$ cat src/rtl/io_seq_pkg.sv
// Shared types for the io sequencer: FSM states, table entry layout, loop counter width.
// Entry fields are sized for the widest legal configuration; unused upper bits are held at zero.
package io_seq_pkg;

  localparam int VAL_MAX_W  = 32;
  localparam int HOLD_MAX_W = 32;
  localparam int LOOP_CNT_W = 16;

  typedef enum logic {
    IDLE = 1'b0,
    RUN  = 1'b1
  } state_t;

  typedef struct packed {
    logic [VAL_MAX_W-1:0]  value;
    logic [HOLD_MAX_W-1:0] hold;
  } entry_t;

endpackage

$ cat src/rtl/io_seq_table.sv
// DEPTH-entry sequence table: one synchronous write port, one combinational read port.
// Contents are deliberately not reset so a programmed table survives a controller reset.
module io_seq_table
  import io_seq_pkg::*;
#(
  parameter  int DEPTH = 16,
  localparam int AW    = $clog2(DEPTH)
) (
  input  logic          clk,
  input  logic          wr_en,
  input  logic [AW-1:0] wr_addr,
  input  entry_t        wr_dat,
  input  logic [AW-1:0] rd_addr,
  output entry_t        rd_dat
);

  entry_t mem_q [DEPTH];

  always_ff @(posedge clk) begin
    if (wr_en) begin
      mem_q[wr_addr] <= wr_dat;
    end
  end

  // Combinational read returns pre-write contents on a same-cycle write.
  assign rd_dat = mem_q[rd_addr];

endmodule

$ cat src/rtl/io_seq_ctrl.sv
// Table-driven io sequencer: plays (value, hold) entries onto io_o with start/abort and a done pulse.
// Wrap-around playback and loop_cnt exist only when IO_SEQ_CTRL_LOOP_EN is defined.
module io_seq_ctrl
  import io_seq_pkg::*;
#(
  parameter  int          WIDTH    = 1,
  parameter  int          DEPTH    = 16,
  parameter  int          HOLD_W   = 16,
  parameter  logic [31:0] IDLE_VAL = 32'd0,
  localparam int          AW       = $clog2(DEPTH)
) (
  input  logic                  clk,
  input  logic                  resetn,
  input  logic                  cfg_wr,
  input  logic [AW-1:0]         cfg_addr,
  input  logic [WIDTH-1:0]      cfg_value,
  input  logic [HOLD_W-1:0]     cfg_hold,
  input  logic [AW-1:0]         cfg_last,
  input  logic                  start,
  input  logic                  abort,
  input  logic                  loop_en,
  output logic                  busy,
  output logic                  done,
  output logic [WIDTH-1:0]      io_o,
  output logic [AW-1:0]         ptr,
  output logic [LOOP_CNT_W-1:0] loop_cnt
);

  localparam logic [WIDTH-1:0] IDLE_IO = IDLE_VAL[WIDTH-1:0];

  state_t              state_q, state_d;
  logic [AW-1:0]       ptr_q, ptr_d;
  logic [AW-1:0]       last_q, last_d;
  logic [HOLD_W-1:0]   hold_cnt_q, hold_cnt_d;
  logic [WIDTH-1:0]    io_q, io_d;
  logic                done_q, done_d;

  entry_t              wr_dat, rd_dat;
  logic [AW-1:0]       rd_addr, ptr_nxt;
  logic [WIDTH-1:0]    rd_val;
  logic [HOLD_W-1:0]   rd_hold;
  logic                unused_rd;

  always_comb begin
    wr_dat                    = '0;
    wr_dat.value[WIDTH-1:0]   = cfg_value;
    wr_dat.hold[HOLD_W-1:0]   = cfg_hold;
  end

  // The next entry is always pre-addressed so a step loads value and hold in one edge.
  assign ptr_nxt = (ptr_q == last_q) ? '0 : ptr_q + AW'(1);
  assign rd_addr = (state_q == IDLE) ? '0 : ptr_nxt;

  io_seq_table #(.DEPTH(DEPTH)) u_table (
    .clk     (clk),
    .wr_en   (cfg_wr & ~busy),
    .wr_addr (cfg_addr),
    .wr_dat  (wr_dat),
    .rd_addr (rd_addr),
    .rd_dat  (rd_dat)
  );

  assign rd_val    = rd_dat.value[WIDTH-1:0];
  assign rd_hold   = rd_dat.hold[HOLD_W-1:0];
  assign unused_rd = ^rd_dat;

`ifdef IO_SEQ_CTRL_LOOP_EN
  logic [LOOP_CNT_W-1:0] loop_cnt_q, loop_cnt_d;
`else
  logic unused_loop_en;
  assign unused_loop_en = loop_en;
`endif

  always_comb begin
    state_d    = state_q;
    ptr_d      = ptr_q;
    last_d     = last_q;
    hold_cnt_d = hold_cnt_q;
    io_d       = io_q;
    done_d     = 1'b0;
`ifdef IO_SEQ_CTRL_LOOP_EN
    loop_cnt_d = loop_cnt_q;
`endif
    case (state_q)
      IDLE: begin
        if (start && !abort) begin
          state_d    = RUN;
          last_d     = cfg_last;
          ptr_d      = '0;
          io_d       = rd_val;
          hold_cnt_d = rd_hold;
`ifdef IO_SEQ_CTRL_LOOP_EN
          loop_cnt_d = '0;
`endif
        end
      end
      RUN: begin
        if (abort) begin
          state_d = IDLE;
          io_d    = IDLE_IO;
          ptr_d   = '0;
        end else if (hold_cnt_q != '0) begin
          hold_cnt_d = hold_cnt_q - HOLD_W'(1);
        end else if (ptr_q != last_q) begin
          ptr_d      = ptr_nxt;
          io_d       = rd_val;
          hold_cnt_d = rd_hold;
`ifdef IO_SEQ_CTRL_LOOP_EN
        end else if (loop_en) begin
          ptr_d      = '0;
          io_d       = rd_val;
          hold_cnt_d = rd_hold;
          if (loop_cnt_q != '1) begin
            loop_cnt_d = loop_cnt_q + LOOP_CNT_W'(1);
          end
`endif
        end else begin
          state_d = IDLE;
          io_d    = IDLE_IO;
          ptr_d   = '0;
          done_d  = 1'b1;
        end
      end
      default: begin
        state_d = IDLE;
        io_d    = IDLE_IO;
        ptr_d   = '0;
      end
    endcase
  end

  always_ff @(posedge clk) begin
    if (!resetn) begin
      state_q    <= IDLE;
      ptr_q      <= '0;
      last_q     <= '0;
      hold_cnt_q <= '0;
      io_q       <= IDLE_IO;
      done_q     <= 1'b0;
`ifdef IO_SEQ_CTRL_LOOP_EN
      loop_cnt_q <= '0;
`endif
    end else begin
      state_q    <= state_d;
      ptr_q      <= ptr_d;
      last_q     <= last_d;
      hold_cnt_q <= hold_cnt_d;
      io_q       <= io_d;
      done_q     <= done_d;
`ifdef IO_SEQ_CTRL_LOOP_EN
      loop_cnt_q <= loop_cnt_d;
`endif
    end
  end

  assign busy = (state_q == RUN);
  assign done = done_q;
  assign io_o = io_q;
  assign ptr  = ptr_q;
`ifdef IO_SEQ_CTRL_LOOP_EN
  assign loop_cnt = loop_cnt_q;
`else
  assign loop_cnt = '0;
`endif

endmodule

$ cat config.mk
export PLATFORM = sky130hd
export DESIGN_NAME = io_seq_ctrl
export DESIGN_NICKNAME = d
export VERILOG_FILES = /design/src/rtl/io_seq_pkg.sv /design/src/rtl/io_seq_table.sv /design/src/rtl/io_seq_ctrl.sv
export SDC_FILE = /design/constraint.sdc
export NUM_CORES = 1
export LEC_CHECK = 0
export CORE_MARGIN = 10
export CORE_UTILIZATION = 51
export CTS_CLUSTER_DIAMETER = 200
export DETAILED_ROUTE_END_ITERATION = 10
export GPL_TIMING_DRIVEN = 0
export PLACE_DENSITY = 0.69
export SETUP_SLACK_MARGIN = 0.2
export SKIP_CTS_REPAIR_TIMING = 1
export SLEW_MARGIN = 20
export SYNTH_ARGS = -nofsm -noshare
export SYNTH_HDL_FRONTEND = slang
export SYNTH_HIERARCHICAL = 1
export SYNTH_SLANG_ARGS = --single-unit
export TNS_END_PERCENT = 50
$ cat constraint.sdc
create_clock -name clk -period 13.1 [get_ports clk]
set_input_delay 2.62 -clock clk [delete_from_list [all_inputs] [get_ports clk]]
set_output_delay 2.62 -clock clk [all_outputs]
set_load 0.1 [all_outputs]
=== Word level (Yosys, flattened, before mapping) ===
Memory sizes are Yosys's and may differ from the RTL's.
Cells that the tools add are included.
W data, S select, Z words.

* Reduce and logical (&&, ||, !) cells: 7
* Bitwise logic cells: 3
* Mux-type cells: 25
* Add/sub/neg operators: 2
* Equality and inequality tests: 6

{| class="wikitable"
|+ Operators by type and width
! cell !! number
|-
| $mux W16 || 4
|-
| $pmux W16 S2 || 1
|-
| $mux W4 || 6
|-
| $reduce_bool A16 Y1 || 1
|-
| $sub A16 B1 Y16 const B || 1
|-
| $mux W1 || 11
|-
| $pmux W4 S2 || 1
|-
| $add A4 B1 Y4 const B || 1
|-
| $eq A4 B4 Y1 || 1
|-
| $ne A4 B4 Y1 || 1
|-
| $pmux W1 S2 || 2
|-
| $reduce_and A2 Y1 || 2
|-
| $reduce_or A4 Y1 || 1
|-
| $ne A3 B1 Y1 const B || 1
|-
| $ne A3 B3 Y1 const B || 1
|-
| $reduce_and A3 Y1 || 1
|-
| $ne A2 B1 Y1 const B || 1
|-
| $ne A2 B2 Y1 const B || 1
|-
| $not A1 Y1 || 2
|-
| $and A1 B1 Y1 || 1
|-
| $logic_and A1 B1 Y1 || 1
|-
| $logic_not A1 Y1 || 1
|}

* Memories: 1
* Output and inout port bits: 23
* Register bits after elaboration: 27
* Word-level logic and storage cells: 50
* Bits of input ports: 31
* Bits in writable memories: 272

{| class="wikitable"
|+ Memory list
! memory !! depth !! width !! read ports !! clocked after Yosys merged registers in !! wr ports !! line !! text
|-
| u_table.mem_q || 16 || 17 || 1 || 0 || 1 || io_seq_table.sv:17 || <nowiki>entry_t mem_q [DEPTH];</nowiki>
|}

=== Longest topological paths before layout ===
Gate-level depths: netlist (run 1).
An unclocked memory read counts as a cell.

* Depth after elaboration: 8
* Mapped depth: 12

=== By module ===
Netlist (run 1), hierarchy kept.

{| class="wikitable"
|+ Modules (own cells, without submodules)
! module !! area each (um^2) !! seq. area each (um^2) !! cells each !! times used
|-
| io_seq_table || 38,301.7 || 30,749.5 || 1,583 || 1
|-
| io_seq_ctrl || 1,806.7 || 540.5 || 209 || 1
|}

=== Worst setup path before layout (run 1) ===
Ideal clock, no wire load.

* Path type: in2reg
* Start point: in cfg_wr
* End point: mem u_table/mem_q[0][0] in the netlist's numbering, enable pin
* Arrival time: 7.681 ns
* Stages: 3
* Required time: 12.535 ns
* Path slack: 4.854 ns
* Path buffers: 0
* Path through: nor2b_1 -> or3b_2 -> nor3_1

* Longest elaborated chain between the ends: 3

{| class="wikitable"
|+ Ends and longest elaborated chain
! element !! line !! text
|-
| from (decl) || io_seq_ctrl.sv:14 || <nowiki>input logic cfg_wr,</nowiki>
|-
| $and A1 B1 Y1 || io_seq_ctrl.sv:56 || <nowiki>.wr_en (cfg_wr & ~busy),</nowiki>
|-
| $mux W1 || io_seq_table.sv:20 || <nowiki>if (wr_en) begin</nowiki>
|-
| $mux W1 (implied by the code) || io_seq_table.sv:21 || <nowiki>mem_q[wr_addr] <= wr_dat;</nowiki>
|-
| to (decl) || io_seq_table.sv:17 ||
|}

Every way passes these cells.

=== Worst setup path in the final report (run 1) ===
* Start point: in cfg_wr
* End point: mem u_table/mem_q[12][1] in the netlist's numbering, enable pin

The elaborated chain is that of the path after synthesis.

==> summary.txt, run 1 <==
crit path DAT = 5.19 ns
Sum Neg Setup Slack = 0 ns
part of the power in the clock network = 41.7%
clk slew on worst S/H paths = 0.06 ns
# fillers = 1730
Worst Reg2Reg Path Length in Cells = 11
Slowest-stage cell, CP = nor3_2
Max Cap Viol = 0
initial antenna violation count = 0
total wire length = 26.2 mm
CTS root buffer = clkbuf_16
nets@finish = 808
post-DP HPWL = 17.3 mm
CP bufs+invs = 3
drt wl/cell = 23.5 um
Least-Margin Pin Slew = 0.977 ns
Final Wtd Congestion = 0.855
Power Internal = 1620 uW
die height = 175 um
reg-to-reg critical path startpoint = ptr[2]
CTS H-tree lvls = 1
relative slew slack = 34.7%
Port Buffers = 36
Syn-to-layout area delta = 16.8%
initial DRC count = 749
global-route usage over all layers = 16.9%
CP Cell Sequence = clkdlybuf4s50_1 > nor2b_1 > nand3_1 > nor3_2 > buf_6 > buf_4
worst min-delay path class = flip-flop to flip-flop
Initial Util = 52.0%
pre-CTS setup slack = 7.73 ns
Comb pwr share = 6.7%
Top Ports = 54
CP Launch Type = input port
grt total ovfl = 0
f_max = 0.203 GHz
DRC = 0
die extent in x = 175 um
global-route wire length before repair = 40.0 mm
CP Max Fanout = 7
total core area = 23500 um2
CP top delay family = simple AND/OR/NAND/NOR gates
WP depth = 6
Gate Count Post-Synth = 677
critical path type = input port to flip-flop
clock latency on the worst-skew pair = 0.55 ns
Syn. warnings = 6
Sink Count = 299
crit path capture type = flip-flop
Net Sw Frac = 21.5%
Slew Limit Fails = 0
number of global-route vias before repair = 6728
final hold violation count = 0
# setup viols final = 0
vias after detailed routing = 6577
Avg Vias per Cell = 5.90
Synth Cell Area = 12200 um2
share of layout cells above drive strength 1 = 24.4%
clock buffer count from CTS = 30
drt first pass iters = 5
crit path to = u_table/mem_q[12][1]
RSZ-0062 raised after global routing = no
Hold Path Stages = 2
Leak = 0.00465 uW
Net Sw Power = 441 uW
slack of the critical path = 8.17 ns
critical path required time = 13.35 ns
Layout Skew = 0.0138 ns
TritonCTS clock tree = done
Setup crit start = cfg_wr
Power Dens Cells = 144 nW/um2
status = completed
reg-to-reg endpoint = hold_cnt_q[10]
worst vdd ir = 0.000121 V
Antenna Cells = 0
post-route minimum period = 4.93 ns
Max Buffers Root-to-Sink = 3
post-route clock period utilization = 37.7%
Worst path max stage delay = 0.72 ns
largest net degree at the start of global routing = 18
r2r setup slk = 9.46 ns
post-route ant nets = 0
DIE AREA = 30600 um2
row count = 56
register share of total power = 51.6%
post-synthesis average cell area = 18.1 um2
==> worst min-delay path, stage by stage (launching register included) <==
cell     delay [ns]
dfxtp_1        0.31
nand3_1        0.06
nand2_1        0.05
==> cell type report <==
cell class                      count  area (um2)  area share [%]
Tap cell                          319         399            2.79
Multi-Input combinational cell    311        3180            22.2
Clock inverter                     17         201            1.41
Sequential cell                   299        8710            60.9
Inverter                            6        22.5           0.158
Clock buffer                       37         798            5.59
Buffer                             76         463            3.24
Timing Repair Buffer               50         522            3.65
==> metrics by stage <==
step | instances | hold slack, ns | instance area [um2] | total power, uW | util, %
final | 1115 | 0.462 | 14300 | 2060 | 60.7
after detailed placement | 1061 | 0.459 | 13300 | 1220 | 56.5
after global routing | 1115 | 0.503 | 14300 | 2120 | 60.7
after global placement | 1047 | 0.446 | 13000 | 1210 | 55.4
after CTS | 1115 | 0.470 | 14300 | 2070 | 60.7
after floorplan | 692 | 0.433 | 12300 | 1170 | -
==> how the worst min path moves through the flow <==
stage          slack, ns             end      startpoint
3_5_place_dp        0.46  hold_cnt_q[15]  hold_cnt_q[15]
5_1_grt             0.50            io_o            io_o
4_1_cts             0.47            io_o            io_o
2_1_floorplan       0.43  hold_cnt_q[15]  hold_cnt_q[15]
6_report            0.46            io_o            io_o
3_3_place_gp        0.45            io_o            io_o
==> power by group through the flow <==
stage               Combinational, uW  Clock, uW  Sequential (uW)
finish                            137        858             1060
global route                      147        915             1060
CTS                               136        874             1060
detailed placement                136          0             1080
global placement                  129          0             1080
floorplan                        89.6          0             1080
==> layout by cell type, fill, tap and decap left out, drive strengths merged, types with 2 or more instances in the layout <==
cell             n
o2bb2ai         15
inv              9
nor3            16
nand4            5
nor3b            5
a22oi           34
o22a             2
xor2             4
clkinv           9
nor4             7
nand2b           5
nor2            30
and2             3
nor4b            2
clkbuf          62
nor2b           10
nand2           24
a21boi           2
o21ai            8
and3             2
conb            16
bufinv           4
mux2i           16
clkdlybuf4s50   36
o22ai           10
nand4b           2
dfxtp           27
buf             65
mux4            68
ha               3
a21oi            6
edfxtp         272
nand3            7
nand3b           2
==> registers in the layout, summed over array words and instances (netlist names) <==
register and count:
hold_cnt_q 16, done 1, ptr 4, io_o 1
last_q 4, busy 1, u_table/mem_q 272
==> layer usage <==
metal	global-route usage [%]	vias to the layer above	wire (um)
li1	-	2889	-
met1	22.2	3368	10700
met2	28.0	273	12800
met3	4.16	47	2200
met4	3.96	0	482
met5	0	-	0
No activity file was read; power rests on OpenSTA's default activity.
==> inputs of run 2 (changes only) <==
clock period = 4.6 ns   (was 13.1 ns; I/O delays follow)
==> results of run 2 <==
Same layout as run 1 (identical final DEF). Status: completed.
Main changes from that run: setup slack after placement 7.73 ns -> 0.925 ns; setup slack after layout 8.17 ns -> 0.956 ns; start point of the critical path cfg_wr -> ptr[2]; end point of the critical path u_table/mem_q[12][1] -> hold_cnt_q[10]; register-to-register setup slack 9.46 ns -> 0.96 ns; total power 2060 uW -> 5860 uW; worst IR drop on VDD 0.000121 V -> 0.000345 V
==> inputs of run 3 (changes only) <==
clock period = 3.4 ns   (was 4.6 ns; I/O delays follow)
==> run 3 against run 2 <==
Compared with the run above: clock skew is 0.014 ns higher; critical path depth is the same; global-route usage increased by 0.056 points; register-to-register slack worse by 0.55 ns; routed wire length up 0.25%; sequential share of layout area is 0.31 points higher; first-iteration DRC count decreased by 1.5%; count of clock-buffer cells in the layout decreased by 5.
==> summary.txt, run 3 (synthesis results as in run 1) <==
status = completed
worst vdd ir = 0.000433 V
post-route minimum period = 2.99 ns
Net Sw Power = 1680 uW
clock latency on the worst-skew pair = 0.55 ns
slack of the critical path = 0.409 ns
number of global-route vias before repair = 6825
global-route wire length before repair = 40.3 mm
drt first pass iters = 5
fin area = 14200 um2
DRC = 0
Leak = 0.00462 uW
vias after detailed routing = 6622
crit path to = hold_cnt_q[6]
CP Max Fanout = 10
reg-to-reg critical path startpoint = busy
initial DRC count = 738
most frequent cells in the layout = edfxtp_1 (272), mux4_2 (68), clkdlybuf4s50_1 (36), a22oi_1 (34), clkbuf_16 (29)
r2r setup slk = 0.41 ns
Initial Util = 52.0%
Sink Count = 299
DIE AREA = 30600 um2
commonest non-fill, non-tap cell in the layout = edfxtp_1
die extent in x = 175 um
clock buffer count from CTS = 29
TritonCTS clock tree = done
Setup crit start = busy
total core area = 23500 um2
register share of total power = 54.6%
largest net degree at the start of global routing = 18
row count = 56
max reg flops = 272
Worst Reg2Reg Path Length in Cells = 11
relative slew slack = 34.3%
final hold violation count = 0
Power Dens Cells = 527 nW/um2
grt total ovfl = 0
Most Frequent Cell on Critical Path = buf_6
# setup viols final = 0
part of the power in the clock network = 38.3%
Max Cap Viol = 0
worst min-delay path class = flip-flop to flip-flop
crit path DAT = 3.44 ns
Avg Vias per Cell = 5.94
Post-Place Cell Area = 13300 um2
f_max = 0.334 GHz
post-route ant nets = 0
initial antenna violation count = 0
Slew Limit Fails = 0
Top Ports = 54
Antenna Cells = 0
Comb pwr share = 7.2%
reg-to-reg endpoint = hold_cnt_q[6]
crit path capture type = flip-flop
drt wl/cell = 23.5 um
pre-CTS setup slack = -0.174 ns
Worst path max stage delay = 0.51 ns
Power Internal = 5810 uW
critical path type = flip-flop to flip-flop
post-DP HPWL = 17.5 mm
total wire length = 26.2 mm
clk slew on worst S/H paths = 0.07 ns
CTS root buffer = clkbuf_16
# fillers = 1744
RSZ-0062 raised after global routing = no
Largest Register = u_table/mem_q
CTS H-tree lvls = 1
Layout Skew = 0.0282 ns
post-route clock period utilization = 88.0%
biggest regs = u_table/mem_q (272), hold_cnt_q (16)
CP Launch Type = flip-flop
Final Wtd Congestion = 0.855
Syn-to-layout area delta = 16.3%
Slowest-stage cell, CP = mux4_2
CP Cell Sequence = clkbuf_1 > nand2b_1 > nor2_1 > buf_2 > buf_6 > buf_6 > mux4_2 > a22oi_1 > nand2_1 > a21oi_1 > o2bb2ai_1
Max Buffers Root-to-Sink = 3
Least-Margin Pin Slew = 0.982 ns
critical path required time = 3.85 ns
die height = 175 um
share of layout cells above drive strength 1 = 26.4%
Port Buffers = 36
nets@finish = 808
Net Sw Frac = 22.4%
global-route usage over all layers = 17.0%
run 3: cell count changes in the layout (fill, tap and decap cells not counted), sizes merged:
cell      change
clkinvlp      +1
bufinv        -4
clkbuf        -4
clkinv        +9
inv           -2
run 3: stage by stage:
stage / setup TNS [ns] / hold WS [ns] / power (uW) / instances / utilization (%)
4_1_cts: -1.35 / 0.478 / 7550 / 1113 / 60.1
2_1_floorplan: -0.0560 / 0.433 / 4520 / 692 / -
6_report: 0 / 0.478 / 7490 / 1115 / 60.4
5_1_grt: 0 / 0.498 / 7750 / 1115 / 60.4
3_3_place_gp: -146.19 / 0.449 / 4660 / 1047 / 55.4
3_5_place_dp: -1.16 / 0.467 / 4690 / 1060 / 56.5
run 3: worst min path at each step:
stage | startpoint | end | depth (start not counted)
after floorplan | hold_cnt_q[15] | hold_cnt_q[15] | 1
after global routing | io_o | io_o | 2
after detailed placement | io_o | io_o | 2
after CTS | io_o | io_o | 2
after global placement | io_o | io_o | 2
final | io_o | io_o | 2
run 3: critical path: cells and delay by family, from the launching register on:
kind	cells	cell delay, ns
simple gates	3	0.51
compound gates	3	0.58
buf+inv	4	0.96
mux	1	0.51
flops	1	0.33
run 3: power by group through the flow:
stage	logic, uW	registers (uW)	clock network, uW
floorplan	345	4170	0
global placement	498	4160	0
detailed placement	527	4170	0
CTS	528	4090	2940
global route	581	4090	3080
finish	538	4090	2870
run 3: layout make-up:
type | count | area [um2] | share of cell area (%)
clock inverter | 21 | 111 | 0.783
tap | 319 | 399 | 2.81
timing repair buffer | 51 | 533 | 3.75
buffer | 76 | 484 | 3.40
inverter | 6 | 22.5 | 0.158
sequential | 299 | 8710 | 61.2
multi-input combinational | 311 | 3230 | 22.7
clock buffer | 32 | 737 | 5.18
run 3: routing by layer:
metal / GRT usage, % / part of all wire [%]
met1: 22.1 / 40
met2: 28.5 / 51
met3: 4.07 / 7.7
met4: 3.74 / 1.4
met5: 0 / 0
